## config.mk

```make
export PLATFORM = sky130hd
export DESIGN_NAME = serial_subtractor_16b
export DESIGN_NICKNAME = d
export VERILOG_FILES = /design/src/rtl/serial_arith_pkg.sv /design/src/rtl/full_subtractor_1b.sv /design/src/rtl/serial_subtractor_16b.sv
export SDC_FILE = /design/constraint.sdc
export NUM_CORES = 1
export LEC_CHECK = 0
export ABC_AREA = 1
export BUFFER_PORTS_ARGS = -buffer_cell sky130_fd_sc_hd__buf_2
export CAP_MARGIN = 10
export CORE_MARGIN = 8
export CORE_UTILIZATION = 50
export DETAILED_ROUTE_END_ITERATION = 10
export PLACE_DENSITY_LB_ADDON = 0.15
export SYNTH_ARGS = -nofsm -noshare
export SYNTH_HDL_FRONTEND = slang
export SYNTH_SLANG_ARGS = --single-unit
```

## constraint.sdc

```tcl
create_clock -name clk -period 1.3 [get_ports clk]
set_input_delay 0.065 -clock clk [delete_from_list [all_inputs] [get_ports clk]]
set_output_delay 0.065 -clock clk [all_outputs]
set_load 0.02 [all_outputs]
```

## src/rtl/serial_arith_pkg.sv

```systemverilog
// Shared types and constants for the bit-serial arithmetic blocks.
package serial_arith_pkg;

    localparam int unsigned DefaultWidth = 16;
    localparam int unsigned DefaultCntW  = $clog2(DefaultWidth);

    typedef enum logic [1:0] {
        StIdle  = 2'd0,
        StShift = 2'd1,
        StDone  = 2'd2
    } state_e;

    // A one-bit datapath would otherwise get a zero-width counter.
    function automatic int unsigned cnt_width(input int unsigned w);
        return (w > 1) ? $clog2(w) : 1;
    endfunction

endpackage

```

## src/rtl/full_subtractor_1b.sv

```systemverilog
// Combinational one-bit full subtractor: d = a - b - bin, with borrow-out.
module full_subtractor_1b (
    input  logic a,
    input  logic b,
    input  logic bin,
    output logic d,
    output logic bout
);

    always_comb begin
        d    = a ^ b ^ bin;
        bout = (~a & b) | (~(a ^ b) & bin);
    end

endmodule

```

## src/rtl/serial_subtractor_16b.sv

```systemverilog
// Bit-serial unsigned subtractor: one bit of a - b per clock behind a start/done handshake.
module serial_subtractor_16b
    import serial_arith_pkg::*;
#(
    parameter int unsigned WIDTH = DefaultWidth
) (
    input  logic             clk,
    input  logic             rst_n,
    input  logic             start,
    input  logic [WIDTH-1:0] a,
    input  logic [WIDTH-1:0] b,
    output logic             busy,
    output logic             done,
    output logic [WIDTH-1:0] diff,
    output logic             borrow
);

    localparam int unsigned CntW = cnt_width(WIDTH);
    localparam logic [CntW-1:0] LastCnt = CntW'(WIDTH - 1);

    state_e           state_q, state_d;
    logic [CntW-1:0]  cnt_q, cnt_d;
    logic [WIDTH-1:0] a_q, a_d;
    logic [WIDTH-1:0] b_q, b_d;
    logic [WIDTH-1:0] part_q, part_d;
    logic [WIDTH-1:0] diff_q, diff_d;
    logic             br_q, br_d;
    logic             borrow_q, borrow_d;

    logic             fs_d;
    logic             fs_bout;
    logic [WIDTH-1:0] part_shift;
    logic             load;

    full_subtractor_1b u_fs (
        .a    (a_q[0]),
        .b    (b_q[0]),
        .bin  (br_q),
        .d    (fs_d),
        .bout (fs_bout)
    );

    // LSB-first processing: each new difference bit enters at the MSB, so after
    // WIDTH shifts bit 0 has reached position 0.
    assign part_shift = {fs_d, part_q[WIDTH-1:1]};

    // Start is accepted in IDLE and DONE; it is ignored while shifting.
    assign load = start && (state_q != StShift);

    always_comb begin
        state_d  = state_q;
        cnt_d    = cnt_q;
        a_d      = a_q;
        b_d      = b_q;
        part_d   = part_q;
        br_d     = br_q;
        diff_d   = diff_q;
        borrow_d = borrow_q;

        unique case (state_q)
            StIdle: begin
                state_d = StIdle;
            end
            StShift: begin
                part_d = part_shift;
                a_d    = a_q >> 1;
                b_d    = b_q >> 1;
                br_d   = fs_bout;
                cnt_d  = cnt_q + 1'b1;
                if (cnt_q == LastCnt) begin
                    cnt_d    = '0;
                    diff_d   = part_shift;
                    borrow_d = fs_bout;
                    state_d  = StDone;
                end
            end
            StDone: begin
                state_d = StIdle;
            end
            default: begin
                state_d = StIdle;
            end
        endcase

        if (load) begin
            state_d = StShift;
            a_d     = a;
            b_d     = b;
            part_d  = '0;
            br_d    = 1'b0;
            cnt_d   = '0;
        end
    end

    always_ff @(posedge clk or negedge rst_n) begin
        if (!rst_n) begin
            state_q  <= StIdle;
            cnt_q    <= '0;
            a_q      <= '0;
            b_q      <= '0;
            part_q   <= '0;
            br_q     <= 1'b0;
            diff_q   <= '0;
            borrow_q <= 1'b0;
        end else begin
            state_q  <= state_d;
            cnt_q    <= cnt_d;
            a_q      <= a_d;
            b_q      <= b_d;
            part_q   <= part_d;
            br_q     <= br_d;
            diff_q   <= diff_d;
            borrow_q <= borrow_d;
        end
    end

    assign busy   = (state_q == StShift);
    assign done   = (state_q == StDone);
    assign diff   = diff_q;
    assign borrow = borrow_q;

endmodule

```

# Word level (Yosys, flattened, before mapping)
# Cells that the tools add are included.
# W data, S select, Z words.
dict set report word_totals {
  wordCells 38
  in_bits 35
  ff_bits 72
}
dict set report classes {
  n_addsub 1
  mux 14
  reduce_logical 3
  bitwise_logic 7
  n_eq_ne 5
}
# operator count
set op_table {}
lappend op_table {{$mux W16} 6}
lappend op_table {{$mux W4} 3}
lappend op_table {{$mux W2} 3}
lappend op_table {{$add A4 B1 Y4 const B} 1}
lappend op_table {{$eq A4 B4 Y1 const B} 1}
lappend op_table {{$ne A3 B1 Y1 const B} 1}
lappend op_table {{$and A1 B1 Y1} 2}
lappend op_table {{$eq A2 B1 Y1 const B} 1}
lappend op_table {{$eq A2 B2 Y1 const B} 1}
lappend op_table {{$mux W1} 2}
lappend op_table {{$ne A2 B1 Y1 const B} 1}
lappend op_table {{$not A1 Y1} 2}
lappend op_table {{$reduce_and A2 Y1} 1}
lappend op_table {{$reduce_bool A2 Y1} 1}
lappend op_table {{$xor A1 B1 Y1} 2}
lappend op_table {{$logic_and A1 B1 Y1} 1}
lappend op_table {{$or A1 B1 Y1} 1}

# Logic depth before layout (Yosys ltp)
# Gate-level depths: netlist of the first run.
dict set report depth {
  depth_word 6
  depth_mapped 8
  mapped_depth_nobuf 6
}

# Hierarchy
# A second synthesis of the first run with hierarchy kept.
dict set report unflattened {
  cells_unflattened 332
  hier_area_um2 2966.6
}
# mod cells_each instances area_each_um2
set modules_own_cells {}
lappend modules_own_cells {serial_subtractor_16b 328 1 2935.3}
lappend modules_own_cells {full_subtractor_1b 4 1 31.3}

# Worst setup path after synthesis of the first run
# Ideal clock, no wire load.
dict set report synth_path {
  kind {flip-flop to flip-flop}
  start {reg cnt_q[0]}
  end {reg diff_q[10] (netlist: diff[10])}
  arrival_ns 1.105
  slack_ns 0.072
  required_ns 1.177
  stages_incl_launch_ff 6
  setup_time_ns 0.123
  cell_sequence {dfrtp_1 ha_1 nand3_4 clkbuf_1 o21ai_0 nand2_1}
}
dict set report synth_via {
  elab_chain_cells 2
}
# item line_no
set synth_rtl {}
lappend synth_rtl {{start, declared} serial_subtractor_16b.sv:22} ;# logic [CntW-1:0] cnt_q, cnt_d;
lappend synth_rtl {{start signal, assigned} serial_subtractor_16b.sv:107} ;# cnt_q <= cnt_d;
lappend synth_rtl {{$eq A4 B4 Y1} serial_subtractor_16b.sv:70} ;# if (cnt_q == LastCnt) begin
lappend synth_rtl {{$reduce_and A2 Y1 (no source line)} n/a}
lappend synth_rtl {{end signal, assigned} serial_subtractor_16b.sv:112} ;# diff_q <= diff_d;
lappend synth_rtl {{end, declared} serial_subtractor_16b.sv:26} ;# logic [WIDTH-1:0] diff_q, diff_d;
# No other way between the ends.
# A chain may end at the register's enable or synchronous reset.

# Final worst setup path of the first run
dict set report layout_path {
  start {reg state_q[0]}
  end {reg b_q[5]}
}
dict set report layout_via {
  elab_chain_cells 3
  elab_cells_between_ends 5
  classes_between {2 x eq/ne; 1 x mux; 2 x reduce/logical}
}
# item line_no
set layout_rtl {}
lappend layout_rtl {{start, declared} serial_subtractor_16b.sv:21} ;# state_e state_q, state_d;
lappend layout_rtl {{start signal, assigned} serial_subtractor_16b.sv:97} ;# state_q <= StIdle;
lappend layout_rtl {{start signal, assigned} serial_subtractor_16b.sv:106} ;# state_q <= state_d;
lappend layout_rtl {{$ne A2 B1 Y1} serial_subtractor_16b.sv:48} ;# assign load = start && (state_q != StShift);
lappend layout_rtl {{$logic_and A1 B1 Y1} serial_subtractor_16b.sv:48}
lappend layout_rtl {{$mux W16 / $reduce_bool A2 Y1 (equally long branches)} n/a}
lappend layout_rtl {{end signal, assigned} serial_subtractor_16b.sv:100} ;# b_q <= '0;
lappend layout_rtl {{end signal, assigned} serial_subtractor_16b.sv:109} ;# b_q <= b_d;
lappend layout_rtl {{end, declared} serial_subtractor_16b.sv:24} ;# logic [WIDTH-1:0] b_q, b_d;
# Parallel ways exist; a longest one is shown, timed or not.

==> results of run 1 <==
## timing repair
| item | in CTS | in global routing |
|---|---|---|
| pin swaps | 1 | 4 |
| gates resized for setup | 0 | 18 |
| buffers inserted | 2 | 4 |
| hold endpoints to repair | 89 | 0 |
| hold buffers | 33 | 0 |
| setup endpoints to repair | 1 | 51 |
| gates cloned | 1 | 2 |
## per-layer routing
metal  vias to the layer above  share of wire [%]
met5                         -                  0
met4                         0                2.0
li1                       1260                  -
met3                        14                4.6
met1                      1220                 45
met2                        70                 48
## sequential cells by signal (all words and copies together) (netlist names)
name	cells
cnt_q	4
br_q	1
part_q	15
diff	16
state_q	2
b_q	16
borrow	1
a_q	16
## power by group through the flow
| stage | registers (mW) | clock network [mW] | logic [mW] |
|---|---|---|---|
| after floorplan | 3.91 | 0 | 1.93 |
| after global placement | 3.64 | 0 | 3.18 |
| after detailed placement | 3.66 | 0 | 3.27 |
| after CTS | 3.62 | 1.55 | 3.57 |
| after global routing | 3.74 | 1.64 | 4.36 |
| final | 3.62 | 1.51 | 3.90 |
## cells in the final DEF (no fill, tap or decap), types with 2 or more instances in the layout
| cell type | Yosys | routed |
|---|---|---|
| clkinv_2 | 0 | 3 |
| dlygate4sd3_1 | 0 | 33 |
| buf_6 | 4 | 5 |
| dfrtp_1 | 71 | 71 |
| o22ai_1 | 14 | 14 |
| o21ai_0 | 21 | 16 |
| nand2_1 | 141 | 141 |
| nor2_1 | 2 | 2 |
| buf_4 | 0 | 13 |
| o21ai_1 | 0 | 5 |
| inv_1 | 21 | 20 |
| buf_2 | 9 | 51 |
| nor2_4 | 2 | 3 |
| buf_12 | 0 | 5 |
| inv_2 | 2 | 2 |
| clkbuf_8 | 0 | 10 |
| nand3_2 | 0 | 3 |
| nand3_1 | 32 | 29 |
## cell type report
class / count / area, µm²
inverter: 23 / 88.84
tap: 75 / 93.84
timing repair buffer: 109 / 897.1
clock inverter: 4 / 22.52
clock buffer: 11 / 141.4
fill: 464 / 1758
multi-input combinational: 220 / 1037
sequential: 71 / 1777
## cell families (layout without fill, tap and decap cells)
kind of cell	count (synthesis)	after routing	share of synthesized area (%)
flops	71	71	59.81
compound gates	35	35	6.487
fa+ha+maj	2	2	1.095
xor+xnor	1	1	0.2949
buf+inv	39	147	6.318
simple gates	182	182	25.99
## worst max-delay path by stage
stage	start	endpoint	slack, ns	cells after the start
6_report	state_q[0]	b_q[5]	0.05	7
2_1_floorplan	cnt_q[0]	diff[10]	0.07	5
3_3_place_gp	cnt_q[1]	diff[10]	0.09	5
5_1_grt	state_q[0]	a_q[9]	-0.03	7
3_5_place_dp	cnt_q[1]	diff[11]	0.02	5
4_1_cts	cnt_q[1]	diff[14]	0.01	5
## stage by stage
| stage | setup slack [ns] | power, mW | std cells | area [µm²] | hold WS (ns) |
|---|---|---|---|---|---|
| floorplan | 0.07166 | 5.846 | 330 | 2970 | -0.2306 |
| global placement | 0.09307 | 6.826 | 456 | 3398 | 0.01972 |
| detailed placement | 0.02188 | 6.935 | 456 | 3398 | 0.01524 |
| CTS | 0.01178 | 8.734 | 507 | 3940 | 0.1819 |
| global route | -0.03293 | 9.739 | 513 | 4058 | 0.2204 |
| finish | 0.04916 | 9.026 | 513 | 4058 | 0.1861 |
## critical path: stages (launching register included)
cell     delay, ns
dfrtp_1       0.39
inv_2         0.08
nor2_4        0.05
buf_6         0.13
nor2_4        0.19
buf_6         0.19
nand2_1       0.07
nand3_1       0.09
==> flow_summary.toml, run 1 <==
[clock_tree]
clk_transition_reported_paths_ns = 0.07
cts_tree = "done"
cts.path.max_buffers = 2
root_buffer = "clkbuf_8"
htreeDepth = 3
cts.sink_count = 71
numCtsBuffers = 9
clock_latency_ns = 0.33

[global_routing]
grt_pass1_vias = 2569
grt_pass1_wl_um = 12360
overflow = 0
grt-busiest-layer = "met2"
grt_use_met3_pct = 3.926
grt_util_met2_pct = 28.05
antenna_found_initial = 0
grtUsageTotal_pct = 17.75
grt_util_met1_pct = 22.56
grt_max_degree = 33

[logic_synthesis]
ys.flop_type = "dfrtp_1"
yosysWarningCount = 0
synth_top_area_cell = "dfrtp_1"
ys_ff_latch = 71
synth_top_area_share_pct = 59.81
synthTopCellsByCount = "nand2_1 (141), dfrtp_1 (71), nand3_1 (32)"
ys_seq_area_share_pct = 59.81
syn_area_per_cell_um2 = 9.001
syn_nets = 367
synth_cells = 330
synth.top_cells.by_area = "dfrtp_1 (60%), nand2_1 (18%), nand3_1 (5.4%)"
yosys.cell_types.count = 19
yosysMostFrequentCell = "nand2_1"
ys_async_sr_fraction_pct = 100.0
synth-edff-count = 0
syn-cell-area_um2 = 2970

[critical_path]
reg2reg_from = "state_q[0]"
r2r_end = "b_q[5]"
crit_type = "reg -> reg"
critPathMaxFanout = 8
cp-end-kind = "register"
crit_arrival_ns = 1.52
start_kind = "register"
worstRegToRegCells = 7
r2r_setup_slack_ns = 0.05
cp.required_ns = 1.57

[pwr]
swShare_pct = 38.31
seqPwrFrac_pct = 40.1
power_density_nw_per_um2 = 2224
p_leak_nw = 2.072
comb_power_share_pct = 43.2
irDropWorstVdd_mv = 1.308
clkPwrFrac_pct = 16.7
p_int_mw = 5.568
p_switching_mw = 3.458

[detailed_routing]
wl_per_cell_um = 14.20
postRouteAntennaNets = 0
drt-initial-drc-count = 152
via_per_inst = 4.998
drt_pass1_iterations = 6
vias = 2564
wl_um = 7287
post-route-drc-count = 0

[place]
place_congestion = 0.7232
port_buffers = 53
place_hpwl_um = 4263

[timing]
fmax_ghz = 0.7995
relSlewSlack_pct = 74.75
slew_viol_final = 0
setup_violations = 0
finalCritPeriodShare_pct = 96.22
fin_setup_tns_ns = 0
skew_ns = 0.007653
rsz0062_at_grt = "yes"
finalHoldViolCount = 0
max_slew.worst_pin.slew_ns = 0.3788
fin_crit_ns = 1.251

[worst_hold_path]
hold_class = "in -> async"

[floorplan]
die_x_um = 93.08
die_y_um = 93.08
start_util_pct = 51.08
rows = 28
ios = 54
dieArea_um2 = 8663
core_area_um2 = 5816

[status]
status = "finished, final reports clean"

[final_layout]
layout-drive-gt1-share_pct = 23.52
nNetsFinal = 471
syn_to_final_growth_pct = 36.60
fin_util_pct = 69.77
diodes = 0

[job]
cap_violations = 0
Power figures use the tool's default switching activity.
==> run 2, diff against run 1 <==
- CORE_ASPECT_RATIO: unset -> 0.5
==> run 2 against run 1 <==
Compared with the run above:
- cell count shrank 0.97%
- sequential power is essentially flat
- total power grew 7.7%
- sequential share of layout area shrank 0.55 points
- clock power grew 68%
- final area grew 1.3%
- setup slack lost 0.014 ns
- critical path type is now reg -> out
- critical endpoint is now done
- largest cell class unchanged
- highest routed layer unchanged
==> flow_summary.toml, run 2 (synthesized netlist as in run 1, its figures left out) <==
[detailed_routing]
drt-initial-drc-count = 184
wl_um = 6591
drt_pass1_iterations = 4
postRouteAntennaNets = 0
wl_per_cell_um = 12.97
via_per_inst = 4.953
post-route-drc-count = 0
vias = 2516

[critical_path]
r2r_setup_slack_ns = 0.09
crit_type = "reg -> out"
crit_arrival_ns = 1.20
critPathMaxFanout = 2
start_kind = "register"
cp.required_ns = 1.24
worstRegToRegCells = 5
cp-end-kind = "output port"
reg2reg_from = "cnt_q[0]"
r2r_end = "diff[14]"

[final_layout]
syn_to_final_growth_pct = 38.33
final_common_cell = "nand2_1"
num-fill-cells = 414
diodes = 0
multi_input_area_um2 = 1017
layout-drive-gt1-share_pct = 22.30
final_cell_mix = "nand2_1 (141), dfrtp_1 (71), buf_2 (50)"
seq_area_um2 = 1777
nNetsFinal = 467

[timing]
rsz0062_at_grt = "yes"
fmax_ghz = 0.7904
finalCritPeriodShare_pct = 97.33
fin_crit_ns = 1.265
skew_ns = 0.005377
setup_violations = 0
max_slew.worst_pin.slew_ns = 0.4507
relSlewSlack_pct = 69.96
fin_setup_tns_ns = 0
setup_slack_ns = 0.03475
slew_viol_final = 0
finalHoldViolCount = 0

[status]
status = "finished, final reports clean"

[place]
port_buffers = 53
place_congestion = 0.7299
place_ws_ns = 0.02234
place_hpwl_um = 4323

[pwr]
clkPwrFrac_pct = 26.1
power_mw = 9.723
p_switching_mw = 3.475
p_leak_nw = 2.079
seqPwrFrac_pct = 37.4
swShare_pct = 35.74
p_int_mw = 6.249
irDropWorstVdd_mv = 1.219
power_density_nw_per_um2 = 2366
comb_power_share_pct = 36.6

[clock_tree]
numCtsBuffers = 9
cts.sink_count = 71
cts.path.max_buffers = 2
clk_transition_reported_paths_ns = 0.05
clock_latency_ns = 0.33
cts_tree = "done"
root_buffer = "clkbuf_16"
htreeDepth = 3

[global_routing]
grtUsageTotal_pct = 16.03
grt_pass1_wl_um = 11520
antenna_found_initial = 0
grt_pass1_vias = 2542
overflow = 0
grt_max_degree = 34

[job]
cap_violations = 0

[floorplan]
die_y_um = 70.50
ios = 54
die_x_um = 125
core_area_um2 = 5610
rows = 19
dieArea_um2 = 8813
start_util_pct = 52.94

[worst_hold_path]
hold_class = "in -> async"
## run 2: worst max-delay path, stage by stage, from the launching register on
cell and delay (ns):
dfrtp_1 0.38, buf_4 0.16, nor2_1 0.17, buf_4 0.17
## run 2: stage by stage
step / cell area [µm²] / hold WS [ns] / cells / utilization, %
global route: 4109 / 0.2786 / 508 / 73.24
global placement: 3406 / 0.03596 / 457 / 60.70
detailed placement: 3406 / 0.04572 / 457 / 60.70
CTS: 4079 / 0.2505 / 508 / 72.70
finish: 4109 / 0.2308 / 508 / 73.24
floorplan: 2970 / -0.2306 / 330 / -
## run 2: worst max-delay path by stage
stage                    start  endpoint  slack (ns)  cells past startpoint
detailed placement    cnt_q[0]  diff[12]        0.02                      5
finish              state_q[0]      done        0.03                      3
CTS                 state_q[0]    b_q[9]        0.02                      7
global placement      cnt_q[0]  diff[14]         0.1                      5
global route        state_q[0]      done       -0.02                      3
floorplan             cnt_q[0]  diff[10]        0.07                      5
## run 2: timing repair
| item | in CTS | in global routing |
|---|---|---|
| pin swaps | 1 | 1 |
| hold endpoints to repair | 61 | 0 |
| resized for setup | 3 | 16 |
| setup endpoints to repair | 1 | 36 |
| buffers inserted | 2 | 0 |
| hold buffers | 33 | 0 |
## run 2: metal layers
metal / track usage, % / share of wire [%] / vias to the layer above
met3: 5.905 / 5.4 / 4
met4: 6.283 / 0.86 / 0
met1: 19.04 / 45 / 1201
met5: 0 / 0 / -
li1: - / - / 1256
met2: 26.30 / 49 / 55
## run 2: layout make-up
type / instances / area share (%)
multi-input cells: 220 / 24.76
repair buffers: 105 / 19.95
clock inverters: 4 / 1.248
clock buffers: 12 / 6.486
inverters: 23 / 2.101
flip-flops and latches: 71 / 43.24
well taps: 73 / 2.223
## run 2: power by group through the flow
stage                     Combinational (mW)  Clock, mW  Sequential [mW]
after global placement                  3.18          0             3.64
after CTS                               3.48       2.59             3.64
after global routing                    3.97       2.69             3.76
after detailed placement                3.30          0             3.67
after floorplan                         1.93          0             3.91
final                                   3.55       2.53             3.64
==> run 3, diff against run 2 <==
- BUFFER_PORTS_ARGS: -buffer_cell sky130_fd_sc_hd__buf_2 -> -buffer_cell sky130_fd_sc_hd__buf_4
==> run 3 against run 2 <==
Compared with the run above:
- critical path type unchanged
- largest cell class unchanged
- die area stayed put
- routed wire length increased by 6.7%
- critical path depth stayed put
==> flow_summary.toml, run 3 (synthesized netlist as in run 1, its figures left out) <==
[final_layout]
seq_area_um2 = 1777
syn_to_final_growth_pct = 44.86
layout-drive-gt1-share_pct = 22.88
multi_input_area_um2 = 1018
diodes = 0
final_common_cell = "nand2_1"
fin_util_pct = 76.69
final_cell_mix = "nand2_1 (141), dfrtp_1 (71), buf_4 (66)"
nNetsFinal = 469
num-fill-cells = 366

[global_routing]
grt_pass1_vias = 2483
overflow = 0
grt_pass1_wl_um = 11700
grtUsageTotal_pct = 16.26
grt_max_degree = 43
antenna_found_initial = 0

[critical_path]
start_kind = "register"
crit_type = "reg -> out"
cp.required_ns = 1.24
crit_arrival_ns = 1.21
critPathMaxFanout = 7
cp-end-kind = "output port"

[detailed_routing]
wl_met3_um = 391
vias = 2533
drt_pass1_iterations = 4
drt-initial-drc-count = 160
wl_met1_um = 3032
top_layer_used = "met4"
post-route-drc-count = 0
via_per_inst = 4.967
wl_um = 7030
postRouteAntennaNets = 0
wl_per_cell_um = 13.78
met2_wirelength_um = 3480

[floorplan]
dieArea_um2 = 8813
die_y_um = 70.50
ios = 54
die_x_um = 125
core_area_um2 = 5610
rows = 19
start_util_pct = 52.94

[clock_tree]
cts.sink_count = 71
htreeDepth = 3
clk_transition_reported_paths_ns = 0.06
numCtsBuffers = 9
cts.path.max_buffers = 2
clock_latency_ns = 0.32
root_buffer = "clkbuf_16"
cts_tree = "done"

[pwr]
seqPwrFrac_pct = 35.2
p_leak_nw = 2.159
irDropWorstVdd_mv = 1.057
clkPwrFrac_pct = 27.0
comb_power_share_pct = 37.7
swShare_pct = 34.34
p_switching_mw = 3.579
power_density_nw_per_um2 = 2422
p_int_mw = 6.843

[worst_hold_path]
hold_class = "in -> reg"

[status]
status = "finished, final reports clean"

[timing]
fin_crit_ns = 1.270
hold-worst-slack_ns = 0.01474
relSlewSlack_pct = 83.82
finalHoldViolCount = 0
setup_violations = 0
max_slew.worst_pin.slew_ns = 0.2427
slew_viol_final = 0
finalCritPeriodShare_pct = 97.70
skew_ns = 0.004423
fmax_ghz = 0.7874

[place]
place_congestion = 0.7520
place_hpwl_um = 4442
port_buffers = 53

[job]
cap_violations = 0
==> run 3: cell types whose count changed in the layout (fill, tap and decap cells not counted), moves of 2 or more <==
| cell | change |
|---|---|
| buf_4 | +51 |
| clkbuf_8 | -2 |
| buf_2 | -50 |
| bufinv_16 | +2 |
==> run 3: power groups by stage <==
stage	combinational, mW	clock (mW)	sequential (mW)
4_1_cts	3.71	2.85	3.65
5_1_grt	4.34	2.97	3.78
6_report	3.93	2.82	3.67
3_3_place_gp	3.38	0	3.65
2_1_floorplan	1.93	0	3.91
3_5_place_dp	3.51	0	3.69
==> run 3: stage by stage <==
step                setup slack [ns]  total power [mW]  instances  setup TNS, ns  cell area [µm²]
finish                       0.02996             10.42        510              0             4303
global route                -0.01402             11.09        510       -0.01848             4303
CTS                         0.004689             10.21        505              0             4234
detailed placement          0.005571             7.192        456              0             3541
global placement              0.1114             7.030        456              0             3541
floorplan                    0.07166             5.846        330              0             2970
==> run 3: routing by layer <==
metal,GRT usage [%],vias up
met1,19.15,1198
met3,4.996,11
met2,27.44,69
li1,-,1255
met4,6.818,0
met5,0,-
==> run 3: cell type report <==
cell class                      instances  share of cell area, %
Clock buffer                           10                  5.554
Multi-Input combinational cell        220                  23.67
Tap cell                               73                  2.123
Sequential cell                        71                  41.29
Timing Repair Buffer                  107                  22.86
Clock inverter                          6                  2.501
Inverter                               23                  2.006
==> run 3: timing repair <==
item / 4_1_cts / 5_1_grt
gates cloned: 0 / 1
pin swaps: 1 / 1
hold endpoints to repair: 102 / 0
buffers inserted: 1 / 4
resized for setup: 5 / 10
hold buffers: 32 / 0
endpoints found under the setup margin: 4 / 32
==> run 3: critical path, stage by stage (launching register included) <==
cell and delay [ns]:
dfrtp_1 0.43, nor2_4 0.20, buf_12 0.14, buf_6 0.11
==> run 3: worst paths after layout <==
kind	start	end	slack, ns	cells after the start
worst max-delay path	state_q[1]	busy	0.03	3
max in group asynchronous	rst_n	b_q[15]	0.66	3
worst max register to register	cnt_q[0]	diff[0]	0.04	6
worst min register to register	part_q[8]	diff[7]	0.47	2
worst min-delay path	b[1]	b_q[1]	0.01	3
min in group asynchronous	rst_n	diff[6]	0.15	2
